[src/rtl/fu_dispatch.sv]
// Instruction buffer and functional-unit dispatcher with a branch-wait FSM.
// Optional head-blocked stall counter is enabled by defining DISPATCH_PERF_CNT_EN.
package fu_dispatch_pkg;
  typedef enum logic [2:0] {
    FU_NONE, FU_ALU, FU_CTRL_FLOW, FU_LOAD, FU_STORE, FU_CSR, FU_MULT
  } fu_t;

  typedef struct packed {
    fu_t         fu;
    logic [7:0]  operator;
    logic [31:0] operand_a;
    logic [31:0] operand_b;
    logic [31:0] imm;
    logic [2:0]  trans_id;
    logic [31:0] pc;
    logic        is_compressed;
    logic        branch_predict;
  } dispatch_instr_t;
endpackage

// state       | meaning
// IDLE        | head may dispatch when its unit is ready
// WAIT_BRANCH | a branch is in flight; nothing dispatches until it resolves
module fu_dispatch
  import fu_dispatch_pkg::*;
#(
  parameter int BUF_DEPTH = 2
) (
  input  logic            clk_i,
  input  logic            rst_i,
  input  logic            flush_i,
  input  logic            issue_valid_i,
  output logic            issue_ready_o,
  input  dispatch_instr_t issue_instr_i,
  output dispatch_instr_t ex_instr_o,
  input  logic [4:0]      fu_ready_i,
  output logic [4:0]      fu_valid_o,
  input  logic            resolve_branch_i,
  output logic [31:0]     stall_cnt_o
);
  localparam int PW = $clog2(BUF_DEPTH);
  localparam logic [PW:0] DEPTH_C = (PW + 1)'(BUF_DEPTH);

  typedef enum logic {IDLE, WAIT_BRANCH} state_t;

  state_t          state;
  dispatch_instr_t mem [BUF_DEPTH];
  logic [PW-1:0]   rd_ptr, wr_ptr;
  logic [PW:0]     count;
  logic            head_valid, full, can_dispatch, push, pop;
  logic [4:0]      unit_sel;

  assign head_valid = (count != '0);
  assign full       = (count == DEPTH_C);
  assign ex_instr_o = head_valid ? mem[rd_ptr] : '0;

  // One-hot unit select {mult,csr,lsu,branch,alu}; NONE selects nothing.
  always_comb begin
    unit_sel = '0;
    case (mem[rd_ptr].fu)
      FU_ALU:            unit_sel = 5'b00001;
      FU_CTRL_FLOW:      unit_sel = 5'b00010;
      FU_LOAD, FU_STORE: unit_sel = 5'b00100;
      FU_CSR:            unit_sel = 5'b01000;
      FU_MULT:           unit_sel = 5'b10000;
      default:           unit_sel = 5'b00000;
    endcase
  end

  assign can_dispatch  = head_valid && (state == IDLE) && !flush_i && !rst_i;
  assign fu_valid_o    = can_dispatch ? (unit_sel & fu_ready_i) : 5'b00000;
  assign pop           = can_dispatch && ((unit_sel == 5'b00000) || |(unit_sel & fu_ready_i));
  assign issue_ready_o = !full && !flush_i && !rst_i;
  assign push          = issue_valid_i && issue_ready_o;

  always_ff @(posedge clk_i) begin
    if (push) mem[wr_ptr] <= issue_instr_i;
  end

  always_ff @(posedge clk_i) begin
    if (rst_i || flush_i) begin
      rd_ptr <= '0;
      wr_ptr <= '0;
      count  <= '0;
      state  <= IDLE;
    end else begin
      if (push) wr_ptr <= wr_ptr + 1'b1;
      if (pop)  rd_ptr <= rd_ptr + 1'b1;
      case ({push, pop})
        2'b10:   count <= count + 1'b1;
        2'b01:   count <= count - 1'b1;
        default: count <= count;
      endcase
      case (state)
        IDLE:        if (pop && mem[rd_ptr].fu == FU_CTRL_FLOW) state <= WAIT_BRANCH;
        WAIT_BRANCH: if (resolve_branch_i) state <= IDLE;
        default:     state <= IDLE;
      endcase
    end
  end

`ifdef DISPATCH_PERF_CNT_EN
  logic [31:0] stall_cnt;

  // Counts flush cycles too: the head was valid and did not leave through dispatch.
  always_ff @(posedge clk_i) begin
    if (rst_i) stall_cnt <= '0;
    else if (head_valid && !pop && stall_cnt != 32'hFFFF_FFFF) stall_cnt <= stall_cnt + 1'b1;
  end

  assign stall_cnt_o = stall_cnt;
`else
  assign stall_cnt_o = 32'd0;
`endif
endmodule

[config.mk]
export PLATFORM = sky130hd
export DESIGN_NAME = fu_dispatch
export DESIGN_NICKNAME = d
export VERILOG_FILES = /design/src/rtl/fu_dispatch.sv
export SDC_FILE = /design/constraint.sdc
export NUM_CORES = 1
export LEC_CHECK = 0
export ABC_CLOCK_PERIOD_IN_PS = 11600
export CORE_MARGIN = 4
export CORE_UTILIZATION = 45
export DETAILED_ROUTE_END_ITERATION = 8
export GPL_ROUTABILITY_DRIVEN = 0
export HOLD_SLACK_MARGIN = 0.06
export PLACE_DENSITY = 0.74
export SLEW_MARGIN = 20
export SYNTH_ARGS = -nofsm -noshare
export SYNTH_HDL_FRONTEND = slang
export SYNTH_SLANG_ARGS = --single-unit
[constraint.sdc]
create_clock -name clk_i -period 11.6 [get_ports clk_i]
set_clock_uncertainty 0.1 [all_clocks]
set_input_delay 1.74 -clock clk_i [delete_from_list [all_inputs] [get_ports clk_i]]
set_output_delay 1.74 -clock clk_i [all_outputs]
set_load 0.01 [all_outputs]
==> results of run 1 <==
## area by class of cell
class | count | area [µm²] | share of cell area
timing repair buffer | 311 | 3090 | 0.197
sequential | 294 | 8770 | 0.558
antenna | 1 | 2.50 | 0.000159
inverter | 2 | 7.51 | 0.000477
tap | 330 | 413 | 0.0263
clock buffer | 37 | 798 | 0.0508
multi-input combinational | 369 | 2450 | 0.156
clock inverter | 18 | 196 | 0.0125
## cells in the mapped netlist
cell      count
edfxtp_1    288
nor2_1      152
mux2i_1     141
buf_4        32
clkbuf_1     15
buf_2         9
buf_1         8
dfxtp_1       6
nor3_1        6
nand2_1       5
a21oi_1       4
nand3_1       4
o21ai_0       3
inv_1         2
mux2_4        2
mux2i_4       2
nand4_1       2
o21a_1        2
or3_1         2
xnor2_1       2
and3_1        1
and3b_1       1
buf_6         1
conb_1        1
ha_1          1
mux2i_2       1
nor2b_1       1
nor3b_1       1
o211ai_1      1
or2_0         1
or4_1         1
xor2_1        1
## cells in the final DEF, fill, tap and decap left out, drive strengths merged
cell type      synthesis  routed
clkdlybuf4s50          0     303
edfxtp               288     288
nor2                 152     152
mux2i                144     144
clkbuf                15      37
conb                   1      32
clkinv                 0      10
buf                   50       8
nor3                   6       6
dfxtp                  6       6
nand2                  5       5
a21oi                  4       4
nand3                  4       4
bufinv                 0       4
o21ai                  3       3
clkinvlp               0       3
inv                    2       3
or3                    2       2
mux2                   2       2
o21a                   2       2
nand4                  2       2
xnor2                  2       2
diode                  0       1
or2                    1       1
o211ai                 1       1
nor3b                  1       1
and3                   1       1
and3b                  1       1
xor2                   1       1
or4                    1       1
nor2b                  1       1
ha                     1       1
## worst max-delay path: stages
cell and delay, ps:
clkdlybuf4s50_1 430, or2_0 320, or3_1 460, nor3_1 300, and3_1 220, clkdlybuf4s50_1 540
## registers in the layout, indices dropped and copies added (netlist names), named ones only
signal and flops:
mem 288, count 2, wr_ptr 1, state 1, rd_ptr 1
## per-stage QoR
| stage | instances | hold WS (ps) | cell area, µm² | total power [µW] |
|---|---|---|---|---|
| global placement | 1306 | 429 | 14700 | 1330 |
| global route | 1362 | 483 | 15700 | 2340 |
| CTS | 1361 | 457 | 15700 | 2290 |
| detailed placement | 1306 | 438 | 14700 | 1330 |
| finish | 1362 | 467 | 15700 | 2270 |
| floorplan | 730 | 372 | 11600 | 1260 |
## logic make-up (layout without fill, tap and decap cells)
logic type      count (synthesis)  in the layout
buf+inv                        67            368
xor+xnor                        3              3
compound gates                 10             10
flops                         294            294
mux                           146            146
simple gates                  177            177
fa+ha+maj                       1              1
other cells                     1             33
## per-layer routing
| metal | track usage | up-vias | share of wire |
|---|---|---|---|
| met3 | 0.0522 | 47 | 0.081 |
| met5 | 0 | - | 0.00091 |
| met2 | 0.301 | 251 | 0.50 |
| met1 | 0.198 | 3210 | 0.39 |
| met4 | 0.0469 | 4 | 0.025 |
| li1 | - | 3134 | - |
## power by group through the flow
stage	Sequential, µW	Clock [µW]	Combinational (µW)
global placement	1210	0	114
CTS	1190	981	118
detailed placement	1210	0	117
floorplan	1220	0	42.4
finish	1190	958	117
global route	1190	1020	126
## worst paths after layout
check                           startpoint       endpoint  slack (ps)  cells past startpoint
worst max-delay path               flush_i  fu_valid_o[1]        5740                      6
worst min-delay path                rd_ptr         rd_ptr         470                      2
worst max register to register        flop       count[1]        7690                      9
worst min register to register      rd_ptr         rd_ptr         470                      2
==> metrics.md, run 1 <==
| Metric | Value |
|---|---|
| First-pass GRT wire length | between 30000 and 40000 µm |
| Max frequency | 0.171 GHz |
| CP max FO | 7 |
| Syn Area/Cell | about 16 µm² |
| Post-synthesis adder-cell area fraction | 0.00109 |
| Crit Path Class | in2out |
| Grt ovf | 0 |
| Least-Margin Pin Slew | 1040 ps |
| Nets@finish | approximately 1200 |
| DIE AREA | approximately 0.028 mm² |
| Layout Utilization | 0.626 |
| Max Root-Sink Buffers | 3 |
| Root Buffer | clkbuf_16 |
| Clk_lat worst skew | about 540 ps |
| Static Leak | slightly below 0.005 µW |
| Count of final max-slew check failures | 0 |
| Detail Route Antenna Nets | 0 |
| # resized after CTS | 0 |
| Max-cap viol count | 0 |
| Clock power frac | 0.423 |
| Num CTS Buffers | 30 |
| Multiplexer share of the synthesized area | 0.131 |
| Post-CTS setup buffer count | 0 |
| Num rows | 58 |
| Combinational share of power | 0.052 |
| Tot GR Track Use | 0.169 |
| Wirelength per Cell | about 18 µm |
| Synth Instances | about 700 |
| Post-Syn Area | 0.0115 mm² |
| Sequential fraction of the synthesis area | 0.765 |
| Vias in the first global route | 6979 |
| Worst slew margin | 0.305 |
| Status | complete, no violations |
| Synth Area in Compound Gates | 0.00502 |
| CTS tree | built |
| Int Power | roughly 1800 µW |
| Initial antenna violation count | 3 |
| H-tree depth | 1 |
| Synth Area in Simple Gates | 0.0617 |
| DP Worst Slack | 5770 ps |
| Clock sinks | 294 |
| Post-Synth XOR/XNOR Area | 0.00229 |
| Routed vias/inst | 4.88 |
| Psw | ~440 µW |
| Share of layout cells above drive strength 1 | 0.0582 |
| Yosys synthesis warning count | 0 |
| Post-Route Setup TNS | 0 ps |
| Final Hold Fails | 0 |
| Top-area cell type share of the netlist area | 0.754 |
| Residual DRC | 0 |
| Main combinational cell family by area after synthesis | multiplexers |
| RSZ-0062 raised after global routing | no |
| Post-DP HPWL | between 15000 and 20000 µm |
| Hold-fix buffers, CTS | 0 |
| Die X | ~170 µm |
| Min-Delay Path Class | reg2reg |
| Crit. End Element | output pin |
| Chip Height | ~170 µm |
| Initial Util | 0.457 |
| Final critical-path share of the clock period | 0.505 |
| Seq cells post-synth | 294 |
| Pin count of the biggest net entering global routing | 77 |
| Switching share of power | 0.193 |
| PortBufs | a little over 300 |
| DRT Wirelength | 25200 µm |
| Synth top area cells | edfxtp_1 75%, mux2i_1 12%, nor2_1 5.0% |
| Synth cell types | 32 |
| Sequential share of power | 0.525 |
| CP required | 9760 ps |
| Vias | around 6600 |
| Min setup slack post-route | 5740 ps |
| Total iterations of the first detailed-routing run | 4 |
| Layout Area Growth over Synthesis | 37.2% |
| Post-route minimum period | 5860 ps |
| PD cells | about 140 mW/mm² |
| Fillers | between 1500 and 2000 |
| Arrival time worst endpoint | between 4000 and 5000 ps |
| Total core area | around 0.025 mm² |
| Top-Level Pins | 336 |
| Final setup violation count | 0 |
| DR iter-0 viols | about 440 |
| Clock Pin Slew Worst Setup and Hold Paths | approximately 60 ps |
| Peak VDD IR | between 0.1 and 0.15 mV |
| Startpoint Class | input port |
| Cell taking the most area after synthesis | edfxtp_1 |
Power figures use the tool's default switching activity.
==> run 2: changes to the inputs <==
Settings changed: ABC_CLOCK_PERIOD_IN_PS 11600 to 5300, CORE_UTILIZATION 45 to 43.
Clock period 11.6 ns to 5.3 ns, I/O delays scaled along.
==> run 2 against run 1 <==
  * Register-to-register slack got worse by 5400 ps
  * First-iteration DRC count fell by 20%
  * Non-clock buffer count did not move
  * Sequential cell count did not move
  * Total power rose by 110%
  * Combinational power rose by 120%
  * Worst setup slack got worse by 4400 ps
  * Cell area fell by 0.29%
==> metrics.md, run 2 (synthesis gave the netlist of run 1 again) <==
| Metric | Value |
|---|---|
| Least-Margin Pin Slew | 925 ps |
| H-tree depth | 1 |
| Arrival time worst endpoint | between 3000 and 4000 ps |
| Max-cap viol count | 0 |
| CP max FO | 76 |
| CP required | 4410 ps |
| FF-to-FF setup slack | between 2000 and 2500 ps |
| Vias | about 6600 |
| Nets@finish | between 1000 and 1500 |
| Post-route minimum period | a little under 4000 ps |
| Layout Area Growth over Synthesis | 36.8% |
| Detail Route Antenna Nets | 0 |
| Chip Height | approximately 170 µm |
| Total core area | approximately 0.026 mm² |
| Most common cell after layout, fill and taps aside | clkdlybuf4s50_1 |
| # resized after CTS | 0 |
| Total iterations of the first detailed-routing run | 4 |
| Initial antenna violation count | 1 |
| DR iter-0 viols | roughly 350 |
| Tot GR Track Use | 0.161 |
| Startpoint Class | flop |
| CTS tree | built |
| Max frequency | approximately 0.25 GHz |
| Clock sinks | roughly 290 |
| Max Root-Sink Buffers | 3 |
| Biggest registers after layout | mem: 288 flops, count: 2 flops |
| Min-Delay Path Class | reg2reg |
| Routed vias/inst | a little under 5 |
| Crit Path Class | reg2out |
| Final setup violation count | 0 |
| Final critical-path share of the clock period | 0.744 |
| Residual DRC | 0 |
| Fillers | ~2000 |
| PortBufs | 303 |
| PD cells | 305 mW/mm² |
| RSZ-0062 raised after global routing | no |
| DIE AREA | 0.0293 mm² |
| Hold_sp | count[1] |
| DP Worst Slack | approximately 1400 ps |
| First-pass GRT wire length | about 37000 µm |
| Dpl cell area | roughly 0.015 mm² |
| Peak VDD IR | ~0.27 mV |
| Post-CTS setup buffer count | 0 |
| Clock Pin Slew Worst Setup and Hold Paths | roughly 60 ps |
| Count of final max-slew check failures | 0 |
| Status | complete, no violations |
| Static Leak | 0.00494 µW |
| Die X | 171 µm |
| Final Cell Area | ~0.016 mm² |
| Post-DP HPWL | between 15000 and 20000 µm |
| Max FFs per register | roughly 290 |
| Initial Util | 0.439 |
| Commonest cells after routing, fill and taps aside | 303 x clkdlybuf4s50_1, 288 x edfxtp_1, 149 x nor2_1 |
| Worst slew margin | 0.383 |
| Pin count of the biggest net entering global routing | 78 |
| DRT Wirelength | around 25000 µm |
| Hold-fix buffers, CTS | 0 |
| Hold Crit Depth | 2 |
| RR Endpoint | count[1] |
| Vias in the first global route | approximately 6900 |
| Biggest register | mem |
| Crit. End Element | output pin |
| Wirelength per Cell | roughly 18 µm |
| Hold path endpoint | count[1] |
| R2r worst-path depth | 8 |
| Grt ovf | 0 |
| Root Buffer | clkbuf_16 |
| Top-Level Pins | between 300 and 400 |
| Min setup slack post-route | between 1000 and 1500 ps |
| Clk_lat worst skew | around 530 ps |
| Share of layout cells above drive strength 1 | 0.0515 |
| Num CTS Buffers | 30 |
| Num rows | 59 |
| Final Hold Fails | 0 |
run 2: cell type report:
class                   instances  area, µm²  share of cell area
inverters                       2       7.51            0.000479
multi-input cells             369       2450               0.156
diodes                          1       2.50            0.000160
flip-flops and latches        294       8770               0.559
clock buffers                  39        806              0.0514
clock inverters                14       86.3             0.00551
well taps                     335        419              0.0267
repair buffers                311       3140               0.200
run 2: metal layers:
layer	GRT usage	wire length, µm	vias to the layer above
li1	-	-	3143
met1	0.195	9820	3187
met2	0.277	12300	244
met3	0.0499	2060	48
met4	0.0482	646	0
met5	0	0	-
run 2: worst max path at each step:
stage | start | endpoint | slack, ps | cells past startpoint
after floorplan | rst_i | mem[1][0] | -600 | 5
after global placement | rst_i | fu_valid_o[1] | 1450 | 6
after detailed placement | rst_i | fu_valid_o[1] | 1410 | 6
after CTS | flop | ex_instr_o[54] | 1390 | 4
after global routing | rst_i | fu_valid_o[1] | 1200 | 6
final | flop | ex_instr_o[86] | 1360 | 4
run 2: per-stage QoR:
step | power (µW) | util | cells | hold slack, ps | TNS, ps
finish | 4790 | 0.600 | 1365 | 453 | 0
global route | 4960 | 0.600 | 1365 | 470 | 0
CTS | 4840 | 0.600 | 1364 | 452 | 0
detailed placement | 2910 | 0.566 | 1311 | 431 | 0
global placement | 2900 | 0.566 | 1311 | 418 | 0
floorplan | 2750 | - | 730 | 372 | -171960
run 2: critical path: stages (launching register included):
cell,delay (ps)
dfxtp_4,850
buf_12,420
mux2i_1,160
nor2_1,230
clkdlybuf4s50_1,590
run 2: report_power, final:
group | switching, µW | internal [µW] | total (µW)
Combinational | 109 | 150 | 259
Clock | 817 | 1110 | 1920
Sequential | 9.72 | 2590 | 2600
